==> src/rtl/gpio_pad_ctrl.sv <==
// Per-pin GPIO pad controller: registered pad drive, synchronised and
// debounced pad return, edge detection and sticky interrupt pending bits.
module gpio_pad_ctrl #(
  parameter int unsigned NUM_PIN = 8,
  parameter int unsigned DEB_W   = 8
) (
  input  logic               clk_i,
  input  logic               rst_i,
  input  logic [NUM_PIN-1:0] out_i,
  input  logic [NUM_PIN-1:0] oe_i,
  input  logic [NUM_PIN-1:0] pu_i,
  input  logic [NUM_PIN-1:0] deb_en_i,
  input  logic [DEB_W-1:0]   deb_thr_i,
  input  logic [NUM_PIN-1:0] rise_en_i,
  input  logic [NUM_PIN-1:0] fall_en_i,
  input  logic [NUM_PIN-1:0] irq_clr_i,
  output logic [NUM_PIN-1:0] pad_i_o,
  output logic [NUM_PIN-1:0] pad_oen_o,
  output logic [NUM_PIN-1:0] pad_ren_o,
  input  logic [NUM_PIN-1:0] pad_c_i,
  output logic [NUM_PIN-1:0] in_o,
  output logic [NUM_PIN-1:0] irq_pend_o,
  output logic               irq_o
);

  logic [NUM_PIN-1:0] pad_i_q;
  logic [NUM_PIN-1:0] pad_oen_q;
  logic [NUM_PIN-1:0] pad_ren_q;
  logic [NUM_PIN-1:0] s1_q;
  logic [NUM_PIN-1:0] s2_q;
  logic [NUM_PIN-1:0] in_q;
  logic [NUM_PIN-1:0] in_d;
  logic [NUM_PIN-1:0] pend_q;
  logic [NUM_PIN-1:0] pend_d;
  logic [NUM_PIN-1:0] rise;
  logic [NUM_PIN-1:0] fall;
  logic [NUM_PIN-1:0] evt;
  logic [DEB_W-1:0]   cnt_q [NUM_PIN];
  logic [DEB_W-1:0]   cnt_d [NUM_PIN];
  logic [1:0]         wu_q;
  logic [1:0]         wu_d;
  logic               armed;

  assign armed = (wu_q == 2'd3);
  assign wu_d  = armed ? wu_q : wu_q + 2'd1;

  // Counter stays at 0 while debounce is off, so toggling the enable
  // either way always starts the next count from zero.
  always_comb begin
    in_d = in_q;
    for (int k = 0; k < NUM_PIN; k++) begin
      cnt_d[k] = '0;
      if (!armed || !deb_en_i[k]) begin
        in_d[k] = s2_q[k];
      end else if (s2_q[k] != in_q[k]) begin
        if (cnt_q[k] >= deb_thr_i) begin
          in_d[k] = s2_q[k];
        end else begin
          cnt_d[k] = cnt_q[k] + 1'b1;
        end
      end
    end
  end

  assign rise   = in_d & ~in_q;
  assign fall   = ~in_d & in_q;
  assign evt    = armed ? ((rise & rise_en_i) | (fall & fall_en_i))
                        : '0;
  assign pend_d = (pend_q & ~irq_clr_i) | evt;

  always_ff @(posedge clk_i) begin
    if (rst_i) begin
      pad_i_q   <= '0;
      pad_oen_q <= '0;
      pad_ren_q <= '0;
      s1_q      <= '0;
      s2_q      <= '0;
      in_q      <= '0;
      pend_q    <= '0;
      wu_q      <= '0;
      for (int k = 0; k < NUM_PIN; k++) cnt_q[k] <= '0;
    end else begin
      pad_i_q   <= out_i;
      pad_oen_q <= oe_i;
      pad_ren_q <= pu_i;
      s1_q      <= pad_c_i;
      s2_q      <= s1_q;
      in_q      <= in_d;
      pend_q    <= pend_d;
      wu_q      <= wu_d;
      for (int k = 0; k < NUM_PIN; k++) cnt_q[k] <= cnt_d[k];
    end
  end

  assign pad_i_o    = pad_i_q;
  assign pad_oen_o  = pad_oen_q;
  assign pad_ren_o  = pad_ren_q;
  assign in_o       = in_q;
  assign irq_pend_o = pend_q;
  assign irq_o      = |pend_q;

endmodule

==> config.mk <==
export PLATFORM = sky130hd
export DESIGN_NAME = gpio_pad_ctrl
export DESIGN_NICKNAME = d
export VERILOG_FILES = /design/src/rtl/gpio_pad_ctrl.sv
export SDC_FILE = /design/constraint.sdc
export NUM_CORES = 1
export LEC_CHECK = 0
export ABC_AREA = 1
export ABC_CLOCK_PERIOD_IN_PS = 4000
export BUFFER_PORTS_ARGS = -buffer_cell sky130_fd_sc_hd__buf_4
export CORE_MARGIN = 1
export CORE_UTILIZATION = 60
export CTS_CLUSTER_DIAMETER = 80
export DETAILED_ROUTE_END_ITERATION = 8
export GPL_TIMING_DRIVEN = 0
export PLACE_DENSITY_LB_ADDON = 0.12
export SYNTH_ARGS = -nofsm -noshare
export SYNTH_HDL_FRONTEND = slang
export SYNTH_SLANG_ARGS = --single-unit
==> constraint.sdc <==
create_clock -name clk_i -period 4 [get_ports clk_i]
set_input_delay 0.2 -clock clk_i [delete_from_list [all_inputs] [get_ports clk_i]]
set_output_delay 0.2 -clock clk_i [all_outputs]
set_load 0.02 [all_outputs]
==> impl_metrics.yaml, run 1 <==
sta:
  tns_ns: 0
  setup_viol: 0
  min_period_ns: 1.87
  fin_crit_sh: 0.468
  tightest_slew_ns: 0.745
  maxSlewViolCount: 0
  clock_skew_ns: 0.00559
  hold_violations: 0
  rsz0062_at_grt: "false"
  fmax_mhz: 534
  max_slew_margin: 0.503
place:
  dp_hpwl_um: 10600
  place.port_buffers: 114
  gp_congestion: 0.868
  dp.cells: 1008
worst_hold_path:
  hold_depth: 5
  hold_class: "input port to flop"
floorplan:
  initial_core_util: 0.621
  coreArea_sq_um: 9770
  dieArea_sq_um: 10500
  die_x_um: 103
  dieHeight_um: 103
  std_cell_rows: 36
  io_pins: 115
synthesis:
  muxShareOfSynthArea: 0
  synth-compound-area-share: 0.0592
  synth.avg_cell_area_sq_um: 7.97
  synth-seq-cells: 122
  ys_top_cells_by_area: "dfxtp_1 (40%), ha_1 (15%), nor2_1 (9.3%)"
  syn_nets: 908
  synth.top_cell.area_share: 0.403
  syn_inst: 761
  synthesis.area_sq_um: 6070
  ys_types: 27
  synth_top_family_by_area: "simple AND/OR/NAND/NOR gates"
  synth-adder-area-share: 0.151
  yosysTopAreaCell: "dfxtp_1"
  synth_xor_area_frac: 0.0621
  seq_area_frac_synth: 0.403
  yosysWarnings: 0
  synthSimpleGateAreaFrac: 0.241
grt:
  overflow: 0
  grt_usage: 0.346
  grt_pass1_wl_um: 26900
  grt_pass1_vias: 5789
  grt_max_degree: 17
  antenna_found_initial: 0
setup_path:
  path_class: "flop to flop"
  arrival_ns: 2.28
  cp_data_required_time_ns: 4.41
  end_kind: "flop"
  cp-start-kind: "flop"
  crit_path_max_fanout: 10
  r2r_cells: 7
clocking:
  cts_tree: "yes"
  cts_max_path_buffers: 2
  clk_latency_ns: 0.54
  cts_made_buffers: 17
  clk_pin_slew_worst_paths_ns: 0.06
  clock-root-buffer: "clkbuf_8"
  cts_resized: 0
  cts.sinks: 122
  htree_levels: 4
final_layout:
  area_growth_pct: 34.8
  final_common_cell: "nor2_1"
  stdcell_count: 1080
  post-route-util: 0.836
  fin_nets: 1081
  layout-drive-gt1-share: 0.180
  final_cell_mix: "nor2_1 (150), inv_1 (125), dfxtp_1 (122)"
  n_antenna_cell: 0
  fillers: 548
routing:
  drc: 0
  drtIter0Drc: 240
  drtAntennaViolNets: 0
  vias: 5694
  vias_per_cell: 5.27
  wirelength_um: 17400
  first_pass_iters: 5
  routedWlPerCell_um: 16.2
run_status:
  status: "finished clean"
power:
  pwr_density_cell_nw_per_um2: 415
  power.leakage_nw: 3.79
  vdd_ir_drop_max_v: 0.000361
job:
  cap_violations: 0
-- synthesized netlist by cell type (all sizes together) --
cell type and count:
nand2 106, inv 126, nor3 8, nand4 19, buf 3, nor2 152
clkinv 1, nor4 2, o2111ai 8, nor3b 2, xnor2 22, o21ai 10
dfxtp 122, nand3b 2, or2 1, a21oi 34, xor2 21, a211oi 1
nand3 42, or4 1, ha 73, clkbuf 5
-- area by class of cell --
| class | count | area (sq um) | share of cell area |
|---|---|---|---|
| sequential | 122 | 2440 | 0.299 |
| buffer | 8 | 33.8 | 0.00413 |
| clock buffer | 19 | 442 | 0.0540 |
| inverter | 127 | 477 | 0.0583 |
| multi-input combinational | 504 | 3110 | 0.381 |
| clock inverter | 13 | 245 | 0.0300 |
| timing repair buffer | 154 | 1260 | 0.154 |
| tap | 133 | 166 | 0.0204 |
-- final timing paths --
kind | slack, ns | start | endpoint
worst max-delay path | 2.13 | wu_q[0] | irq_pend_o[3]
worst min-delay path | 0.04 | rise_en_i[6] | irq_pend_o[6]
worst max register to register | 2.13 | wu_q[0] | irq_pend_o[3]
worst min register to register | 0.41 | s1_q[5] | s2_q[5]
-- through the flow --
stage / setup slack (ns) / cell area, sq um / power [mW] / hold WS [ns]
detailed placement: 2.03 / 7090 / 1.55 / 0.396
finish: 2.13 / 8180 / 3.39 / 0.0386
global route: 2.04 / 8180 / 3.47 / 0.0551
global placement: 2.10 / 7090 / 1.54 / 0.391
CTS: 2.19 / 8180 / 3.36 / 0.0268
floorplan: 2.57 / 6070 / 1.42 / 0.307
-- kinds of logic after synthesis --
logic type / count (synthesis)
flops: 122
compound gates: 53
xor+xnor: 43
buf+inv: 135
simple gates: 335
fa+ha+maj: 73
-- layer usage --
metal	track usage	share of wire	up-vias
li1	-	-	2763
met1	0.378	0.39	2664
met2	0.594	0.51	196
met3	0.0861	0.053	71
met4	0.233	0.046	0
met5	0	0	-
-- worst max-delay path, stage by stage, from the launching register on --
cell	delay, ns
dfxtp_1	0.32
ha_1	0.20
buf_4	0.20
inv_2	0.09
clkbuf_1	0.57
a21oi_1	0.09
nand2_1	0.17
a21oi_1	0.09
-- power breakdown --
part / switching (mW) / total (mW) / internal, mW
combinational: 0.174 / 0.316 / 0.142
clock: 0.585 / 1.81 / 1.23
sequential: 0.0169 / 1.26 / 1.25
-- sequential cells by signal, indices dropped and copies added (netlist names) --
register and count:
pad_oen_o 8, wu_q 2, cnt_q 64, s2_q 8, pad_ren_o 8, pad_i_o 8, irq_pend_o 8, in_o 8
s1_q 8
-- what timing repair did --
item | 4_1_cts | 5_1_grt
hold endpoints to repair | 40 | 0
hold buffers | 40 | 0
setup buffers | 0 | 0
Note: power is estimated with default switching activity, not from simulation.
==> inputs of run 2 (changes only) <==
ABC_AREA = 0   (was 1)
ABC_CLOCK_PERIOD_IN_PS = 1780   (was 4000)
CORE_UTILIZATION = 56   (was 60)
clock period = 1.78 ns   (was 4 ns; I/O delays follow)
==> run 2 against run 1 <==
Sequential share of layout area decreased by 0.18 points. Routed wire length shrank 6.4%. Register-to-register slack got worse by 2.0 ns. Utilization fell by 4.4 points.
==> impl_metrics.yaml, run 2 <==
power:
  power.leakage_nw: 3.59
  finalPower_mw: 6.91
  pwr_density_cell_nw_per_um2: 837
  vdd_ir_drop_max_v: 0.000717
setup_path:
  crit_path_max_fanout: 10
  cp-start-kind: "flop"
  crit_family: "compound AO/OA/AOI/OAI gates"
  arrival_ns: 2.13
  r2r_cells: 5
  reg2reg_slack_ns: 0.08
  cp_data_required_time_ns: 2.21
  cpMaxStageDelayCell: "dfxtp_1"
  path_class: "flop to flop"
  end_kind: "flop"
  crit-reg2reg-capture: "irq_pend_o[7]"
  crit_chain: "ha_1 -> a211o_1 -> a31oi_2 -> o21bai_4 -> a31o_1"
  worst-path-buf-inv: 0
  r2r-start: "cnt_q[1][26]"
  critPathMaxStageDelay_ns: 0.41
final_layout:
  final_common_cell: "dfxtp_1"
  largest_reg_flops: 64
  post-route-util: 0.792
  area_growth_pct: 35.6
  regMostFlops: "cnt_q"
  layout-drive-gt1-share: 0.212
  postLayoutCellArea_sq_um: 8250
  n_antenna_cell: 0
  fin_nets: 946
  final_cell_mix: "dfxtp_1 (116), buf_4 (114), ha_1 (73)"
worst_hold_path:
  hold_depth: 4
  min-delay-start: "fall_en_i[3]"
  holdPathEnd: "irq_pend_o[3]"
  hold_class: "input port to flop"
synthesis:
  seq_area_frac_synth: 0.401
  synth-compound-area-share: 0.105
  syn_nets: 758
  ys_types: 29
  synth_edf_count: 0
  synth.top_cell.area_share: 0.401
  synth-adder-area-share: 0.150
  synthesis.area_sq_um: 6080
  synth.avg_cell_area_sq_um: 9.96
  yosysWarnings: 0
  yosysMostFrequentCell: "dfxtp_1"
  ys_top_cells_by_area: "dfxtp_1 (40%), ha_1 (15%), xor2_1 (6.5%)"
  muxShareOfSynthArea: 0.0148
  synth-seq-cells: 122
  synthSimpleGateAreaFrac: 0.216
  synth_commonest_cells: "dfxtp_1 (122), ha_1 (73), nor3_1 (65)"
  yosysTopAreaCell: "dfxtp_1"
  synth_xor_area_frac: 0.0821
  synthFlopType: "dfxtp_1"
  syn_inst: 611
  async_flop_share: 0
  synth_top_family_by_area: "simple AND/OR/NAND/NOR gates"
place:
  gp_congestion: 0.785
  dp_hpwl_um: 9920
  place_area_sq_um: 7110
  place.port_buffers: 114
  dp_slack_ns: -0.141
clocking:
  clk_pin_slew_worst_paths_ns: 0.06
  clock-root-buffer: "clkbuf_8"
  htree_levels: 4
  cts.sinks: 122
  cts_max_path_buffers: 2
  cts_setup_buffers: 0
  clk_latency_ns: 0.54
  cts_made_buffers: 17
  cts_tree: "yes"
floorplan:
  dieHeight_um: 106
  initial_core_util: 0.584
  dieArea_sq_um: 11300
  std_cell_rows: 37
  io_pins: 115
  die_x_um: 106
  coreArea_sq_um: 10400
routing:
  wirelength_um: 16300
  vias: 5217
  drtAntennaViolNets: 0
  vias_per_cell: 5.51
  first_pass_iters: 4
  drtIter0Drc: 258
  routedWlPerCell_um: 17.3
  drc: 0
grt:
  grt_max_degree: 17
  overflow: 0
  grt_usage: 0.310
  grt_pass1_vias: 5543
  grt_pass1_wl_um: 26600
  antenna_found_initial: 0
sta:
  hold_violations: 0
  maxSlewViolCount: 0
  whs_ns: 0.0224
  layout_setup_ws_ns: 0.0849
  setup_viol: 0
  clock_skew_ns: 0.0100
  fin_crit_sh: 0.952
  min_period_ns: 1.70
  rsz0062_at_grt: "false"
  max_slew_margin: 0.655
  fmax_mhz: 590
  tightest_slew_ns: 0.517
job:
  cap_violations: 0
run_status:
  status: "finished clean"
run 2: cell types whose count changed after synthesis, moves of 11 or more:
| cell | change |
|---|---|
| o21ai_0 | +11 |
| nor2b_1 | +41 |
| xor2_1 | +24 |
| nand2b_1 | +32 |
| and3_1 | +15 |
| nand2_1 | -95 |
| nor3_1 | +65 |
| a21oi_1 | -34 |
| nor2_1 | -147 |
| inv_1 | -94 |
| nand4_1 | -19 |
run 2: area by class of cell:
type | count | area [sq um]
buffer | 18 | 72.6
sequential | 122 | 2450
tap | 136 | 170
clock inverter | 8 | 121
fill | 623 | 2170
multi-input combinational | 440 | 3470
clock buffer | 22 | 443
timing repair buffer | 169 | 1410
inverter | 31 | 116
run 2: cell families (layout without fill, tap and decap cells):
logic type      count (synthesis)  count (layout)
buf+inv                        49             248
compound gates                 72              72
flops                         122             122
xor+xnor                       57              57
mux                             9               9
simple gates                  229             229
fa+ha+maj                      73              73
run 2: how the worst max path moves through the flow:
stage	start	end	slack, ns	cells past startpoint
floorplan	cnt_q[0][2]	irq_pend_o[0]	0.22	5
global placement	deb_thr_i[5]	irq_pend_o[3]	-0.07	7
detailed placement	deb_thr_i[5]	irq_pend_o[0]	-0.14	7
CTS	cnt_q[1][18]	irq_pend_o[6]	0.04	5
global route	cnt_q[0][29]	cnt_q[0][26]	0.009	5
finish	cnt_q[1][26]	irq_pend_o[7]	0.08	5
run 2: what timing repair did:
item / CTS / global route
hold buffers: 55 / 0
endpoints found under the hold margin: 40 / 0
endpoints found under the setup margin: 0 / 22
resized for setup: 0 / 10
run 2: layer usage:
metal,vias up,share of wire,track usage
li1,2550,-,-
met1,2460,0.43,0.355
met2,168,0.50,0.532
met5,-,0,0
met3,39,0.053,0.0956
met4,0,0.025,0.130
run 2: power breakdown:
| group | switching (mW) | total, mW | internal (mW) |
|---|---|---|---|
| combinational | 0.355 | 0.727 | 0.373 |
| sequential | 0.0451 | 2.84 | 2.80 |
| clock | 1.19 | 3.33 | 2.15 |
| total | 1.59 | 6.91 | 5.32 |
run 2: per-stage QoR:
stage	setup TNS, ns	std cells
4_1_cts	0	946
3_5_place_dp	-3.90	861
5_1_grt	0	946
3_3_place_gp	-0.414	861
6_report	0	946
2_1_floorplan	0	611
run 2: tightest hold or removal path: cells and delay by family:
family / cells / cell delay [ns]
AO/OA/AOI/OAI: 2 / 0.33
AND/OR/NAND/NOR: 1 / 0.04
buffers and inverters: 1 / 0.08
==> inputs of run 3 (changes only) <==
CORE_ASPECT_RATIO = 1.25   (was default)
==> run 3 against run 2 <==
Setup slack got worse by 0.022 ns. Clock skew increased by 0.0028 ns. Largest power group unchanged. Critical path type unchanged. Critical endpoint is now irq_pend_o[6]. First-iteration DRC count decreased by 29%. Total power about the same.
==> impl_metrics.yaml, run 3 (synthesis results as in run 2) <==
sta:
  hold_violations: 0
  layout_setup_ws_ns: 0.0624
  tightest_slew_ns: 0.658
  fin_crit_sh: 0.965
  fmax_mhz: 582
  max_slew_margin: 0.562
  clock_skew_ns: 0.0128
  maxSlewViolCount: 0
  rsz0062_at_grt: "false"
  min_period_ns: 1.72
  setup_viol: 0
grt:
  grt_usage: 0.301
  antenna_found_initial: 0
  overflow: 0
  grt_pass1_vias: 5443
  grt_max_degree: 17
  grt_pass1_wl_um: 26000
floorplan:
  std_cell_rows: 42
  initial_core_util: 0.576
  coreArea_sq_um: 10600
  die_x_um: 95.2
  io_pins: 115
  dieHeight_um: 119
  dieArea_sq_um: 11300
setup_path:
  end_kind: "flop"
  arrival_ns: 2.02
  cpMaxStageDelayCell: "dfxtp_1"
  cp_data_required_time_ns: 2.08
  worst-path-buf-inv: 0
  crit_path_max_fanout: 10
  critPathMaxStageDelay_ns: 0.42
  path_class: "flop to flop"
  crit_chain: "ha_1 -> a211o_1 -> a31oi_2 -> o21bai_4 -> a31o_2"
  cp-start-kind: "flop"
  crit_family: "compound AO/OA/AOI/OAI gates"
routing:
  vias: 5184
  drtIter0Drc: 184
  drc: 0
  first_pass_iters: 5
  routedWlPerCell_um: 17.2
  vias_per_cell: 5.63
  wirelength_um: 15800
  drtAntennaViolNets: 0
power:
  pwr_density_cell_nw_per_um2: 857
  power.leakage_nw: 3.48
  vdd_ir_drop_max_v: 0.000857
job:
  cap_violations: 0
final_layout:
  largest_reg_flops: 64
  regMostFlops: "cnt_q"
  final_common_cell: "dfxtp_1"
  stdcell_count: 921
  fin_nets: 924
  area_growth_pct: 32.5
  final_cell_mix: "dfxtp_1 (116), buf_4 (114), ha_1 (73)"
  n_antenna_cell: 0
  layout-drive-gt1-share: 0.226
  fillers: 713
worst_hold_path:
  hold_class: "input port to flop"
clocking:
  cts_max_path_buffers: 2
  cts_tree: "yes"
  clock-root-buffer: "clkbuf_16"
  cts.sinks: 122
  cts_made_buffers: 17
  htree_levels: 4
  clk_pin_slew_worst_paths_ns: 0.06
  clk_latency_ns: 0.41
place:
  dp_hpwl_um: 10700
  gp_congestion: 0.798
  dp.cells: 857
  place.port_buffers: 114
  dp_slack_ns: -0.108
run_status:
  status: "finished clean"
==> run 3: final cells by class <==
| cell class | instances | area (sq um) | area share |
|---|---|---|---|
| clock buffers | 18 | 439 | 0.0545 |
| flip-flops and latches | 122 | 2450 | 0.304 |
| repair buffers | 146 | 1180 | 0.146 |
| inverters | 31 | 116 | 0.0144 |
| multi-input cells | 441 | 3500 | 0.434 |
| clock inverters | 13 | 144 | 0.0179 |
| plain buffers | 18 | 70.1 | 0.00869 |
| well taps | 132 | 165 | 0.0205 |
==> run 3: timing repair <==
action / 4_1_cts / 5_1_grt
setup buffers: 0 / 0
hold endpoints to repair: 32 / 0
endpoints found under the setup margin: 0 / 17
resized for setup: 0 / 11
hold buffers: 32 / 0
==> run 3: metal layers <==
layer | share of wire | global-route usage | up-vias
met1 | 0.40 | 0.327 | 2478
met5 | 0 | 0 | -
met2 | 0.52 | 0.543 | 165
met4 | 0.019 | 0.110 | 0
met3 | 0.061 | 0.0824 | 29
li1 | - | - | 2512
==> run 3: path summary, 6_finish.rpt <==
kind	from	to	slack (ns)	depth (start not counted)
hold reg to reg	s1_q[2]	s2_q[2]	0.44	1
hold / removal	irq_clr_i[2]	irq_pend_o[2]	0.01	3
setup reg to reg	cnt_q[1][18]	irq_pend_o[6]	0.06	5
setup / recovery	cnt_q[1][18]	irq_pend_o[6]	0.06	5
==> run 3: power breakdown <==
group	internal [mW]	switching, mW	leakage, nW
clock network	2.10	1.28	0.275
registers	2.80	0.0390	0.997
logic	0.344	0.350	2.21
==> run 3: worst reg2reg max path: stages (launching register included) <==
cell	delay (ns)
dfxtp_1	0.42
ha_1	0.30
a211o_1	0.32
a31oi_2	0.20
o21bai_4	0.14
a31o_2	0.23
==> run 3: per-stage QoR <==
| step | area (sq um) | setup TNS [ns] | hold WS (ns) | utilization | power (mW) |
|---|---|---|---|---|---|
| 5_1_grt | 8060 | 0 | 0.0209 | 0.763 | 7.14 |
| 3_3_place_gp | 7100 | -0.423 | 0.300 | 0.673 | 3.49 |
| 4_1_cts | 8010 | 0 | 0.00205 | 0.758 | 6.92 |
| 2_1_floorplan | 6080 | 0 | 0.217 | - | 3.21 |
| 3_5_place_dp | 7100 | -2.61 | 0.304 | 0.673 | 3.51 |
| 6_report | 8060 | 0 | 0.0105 | 0.763 | 6.91 |
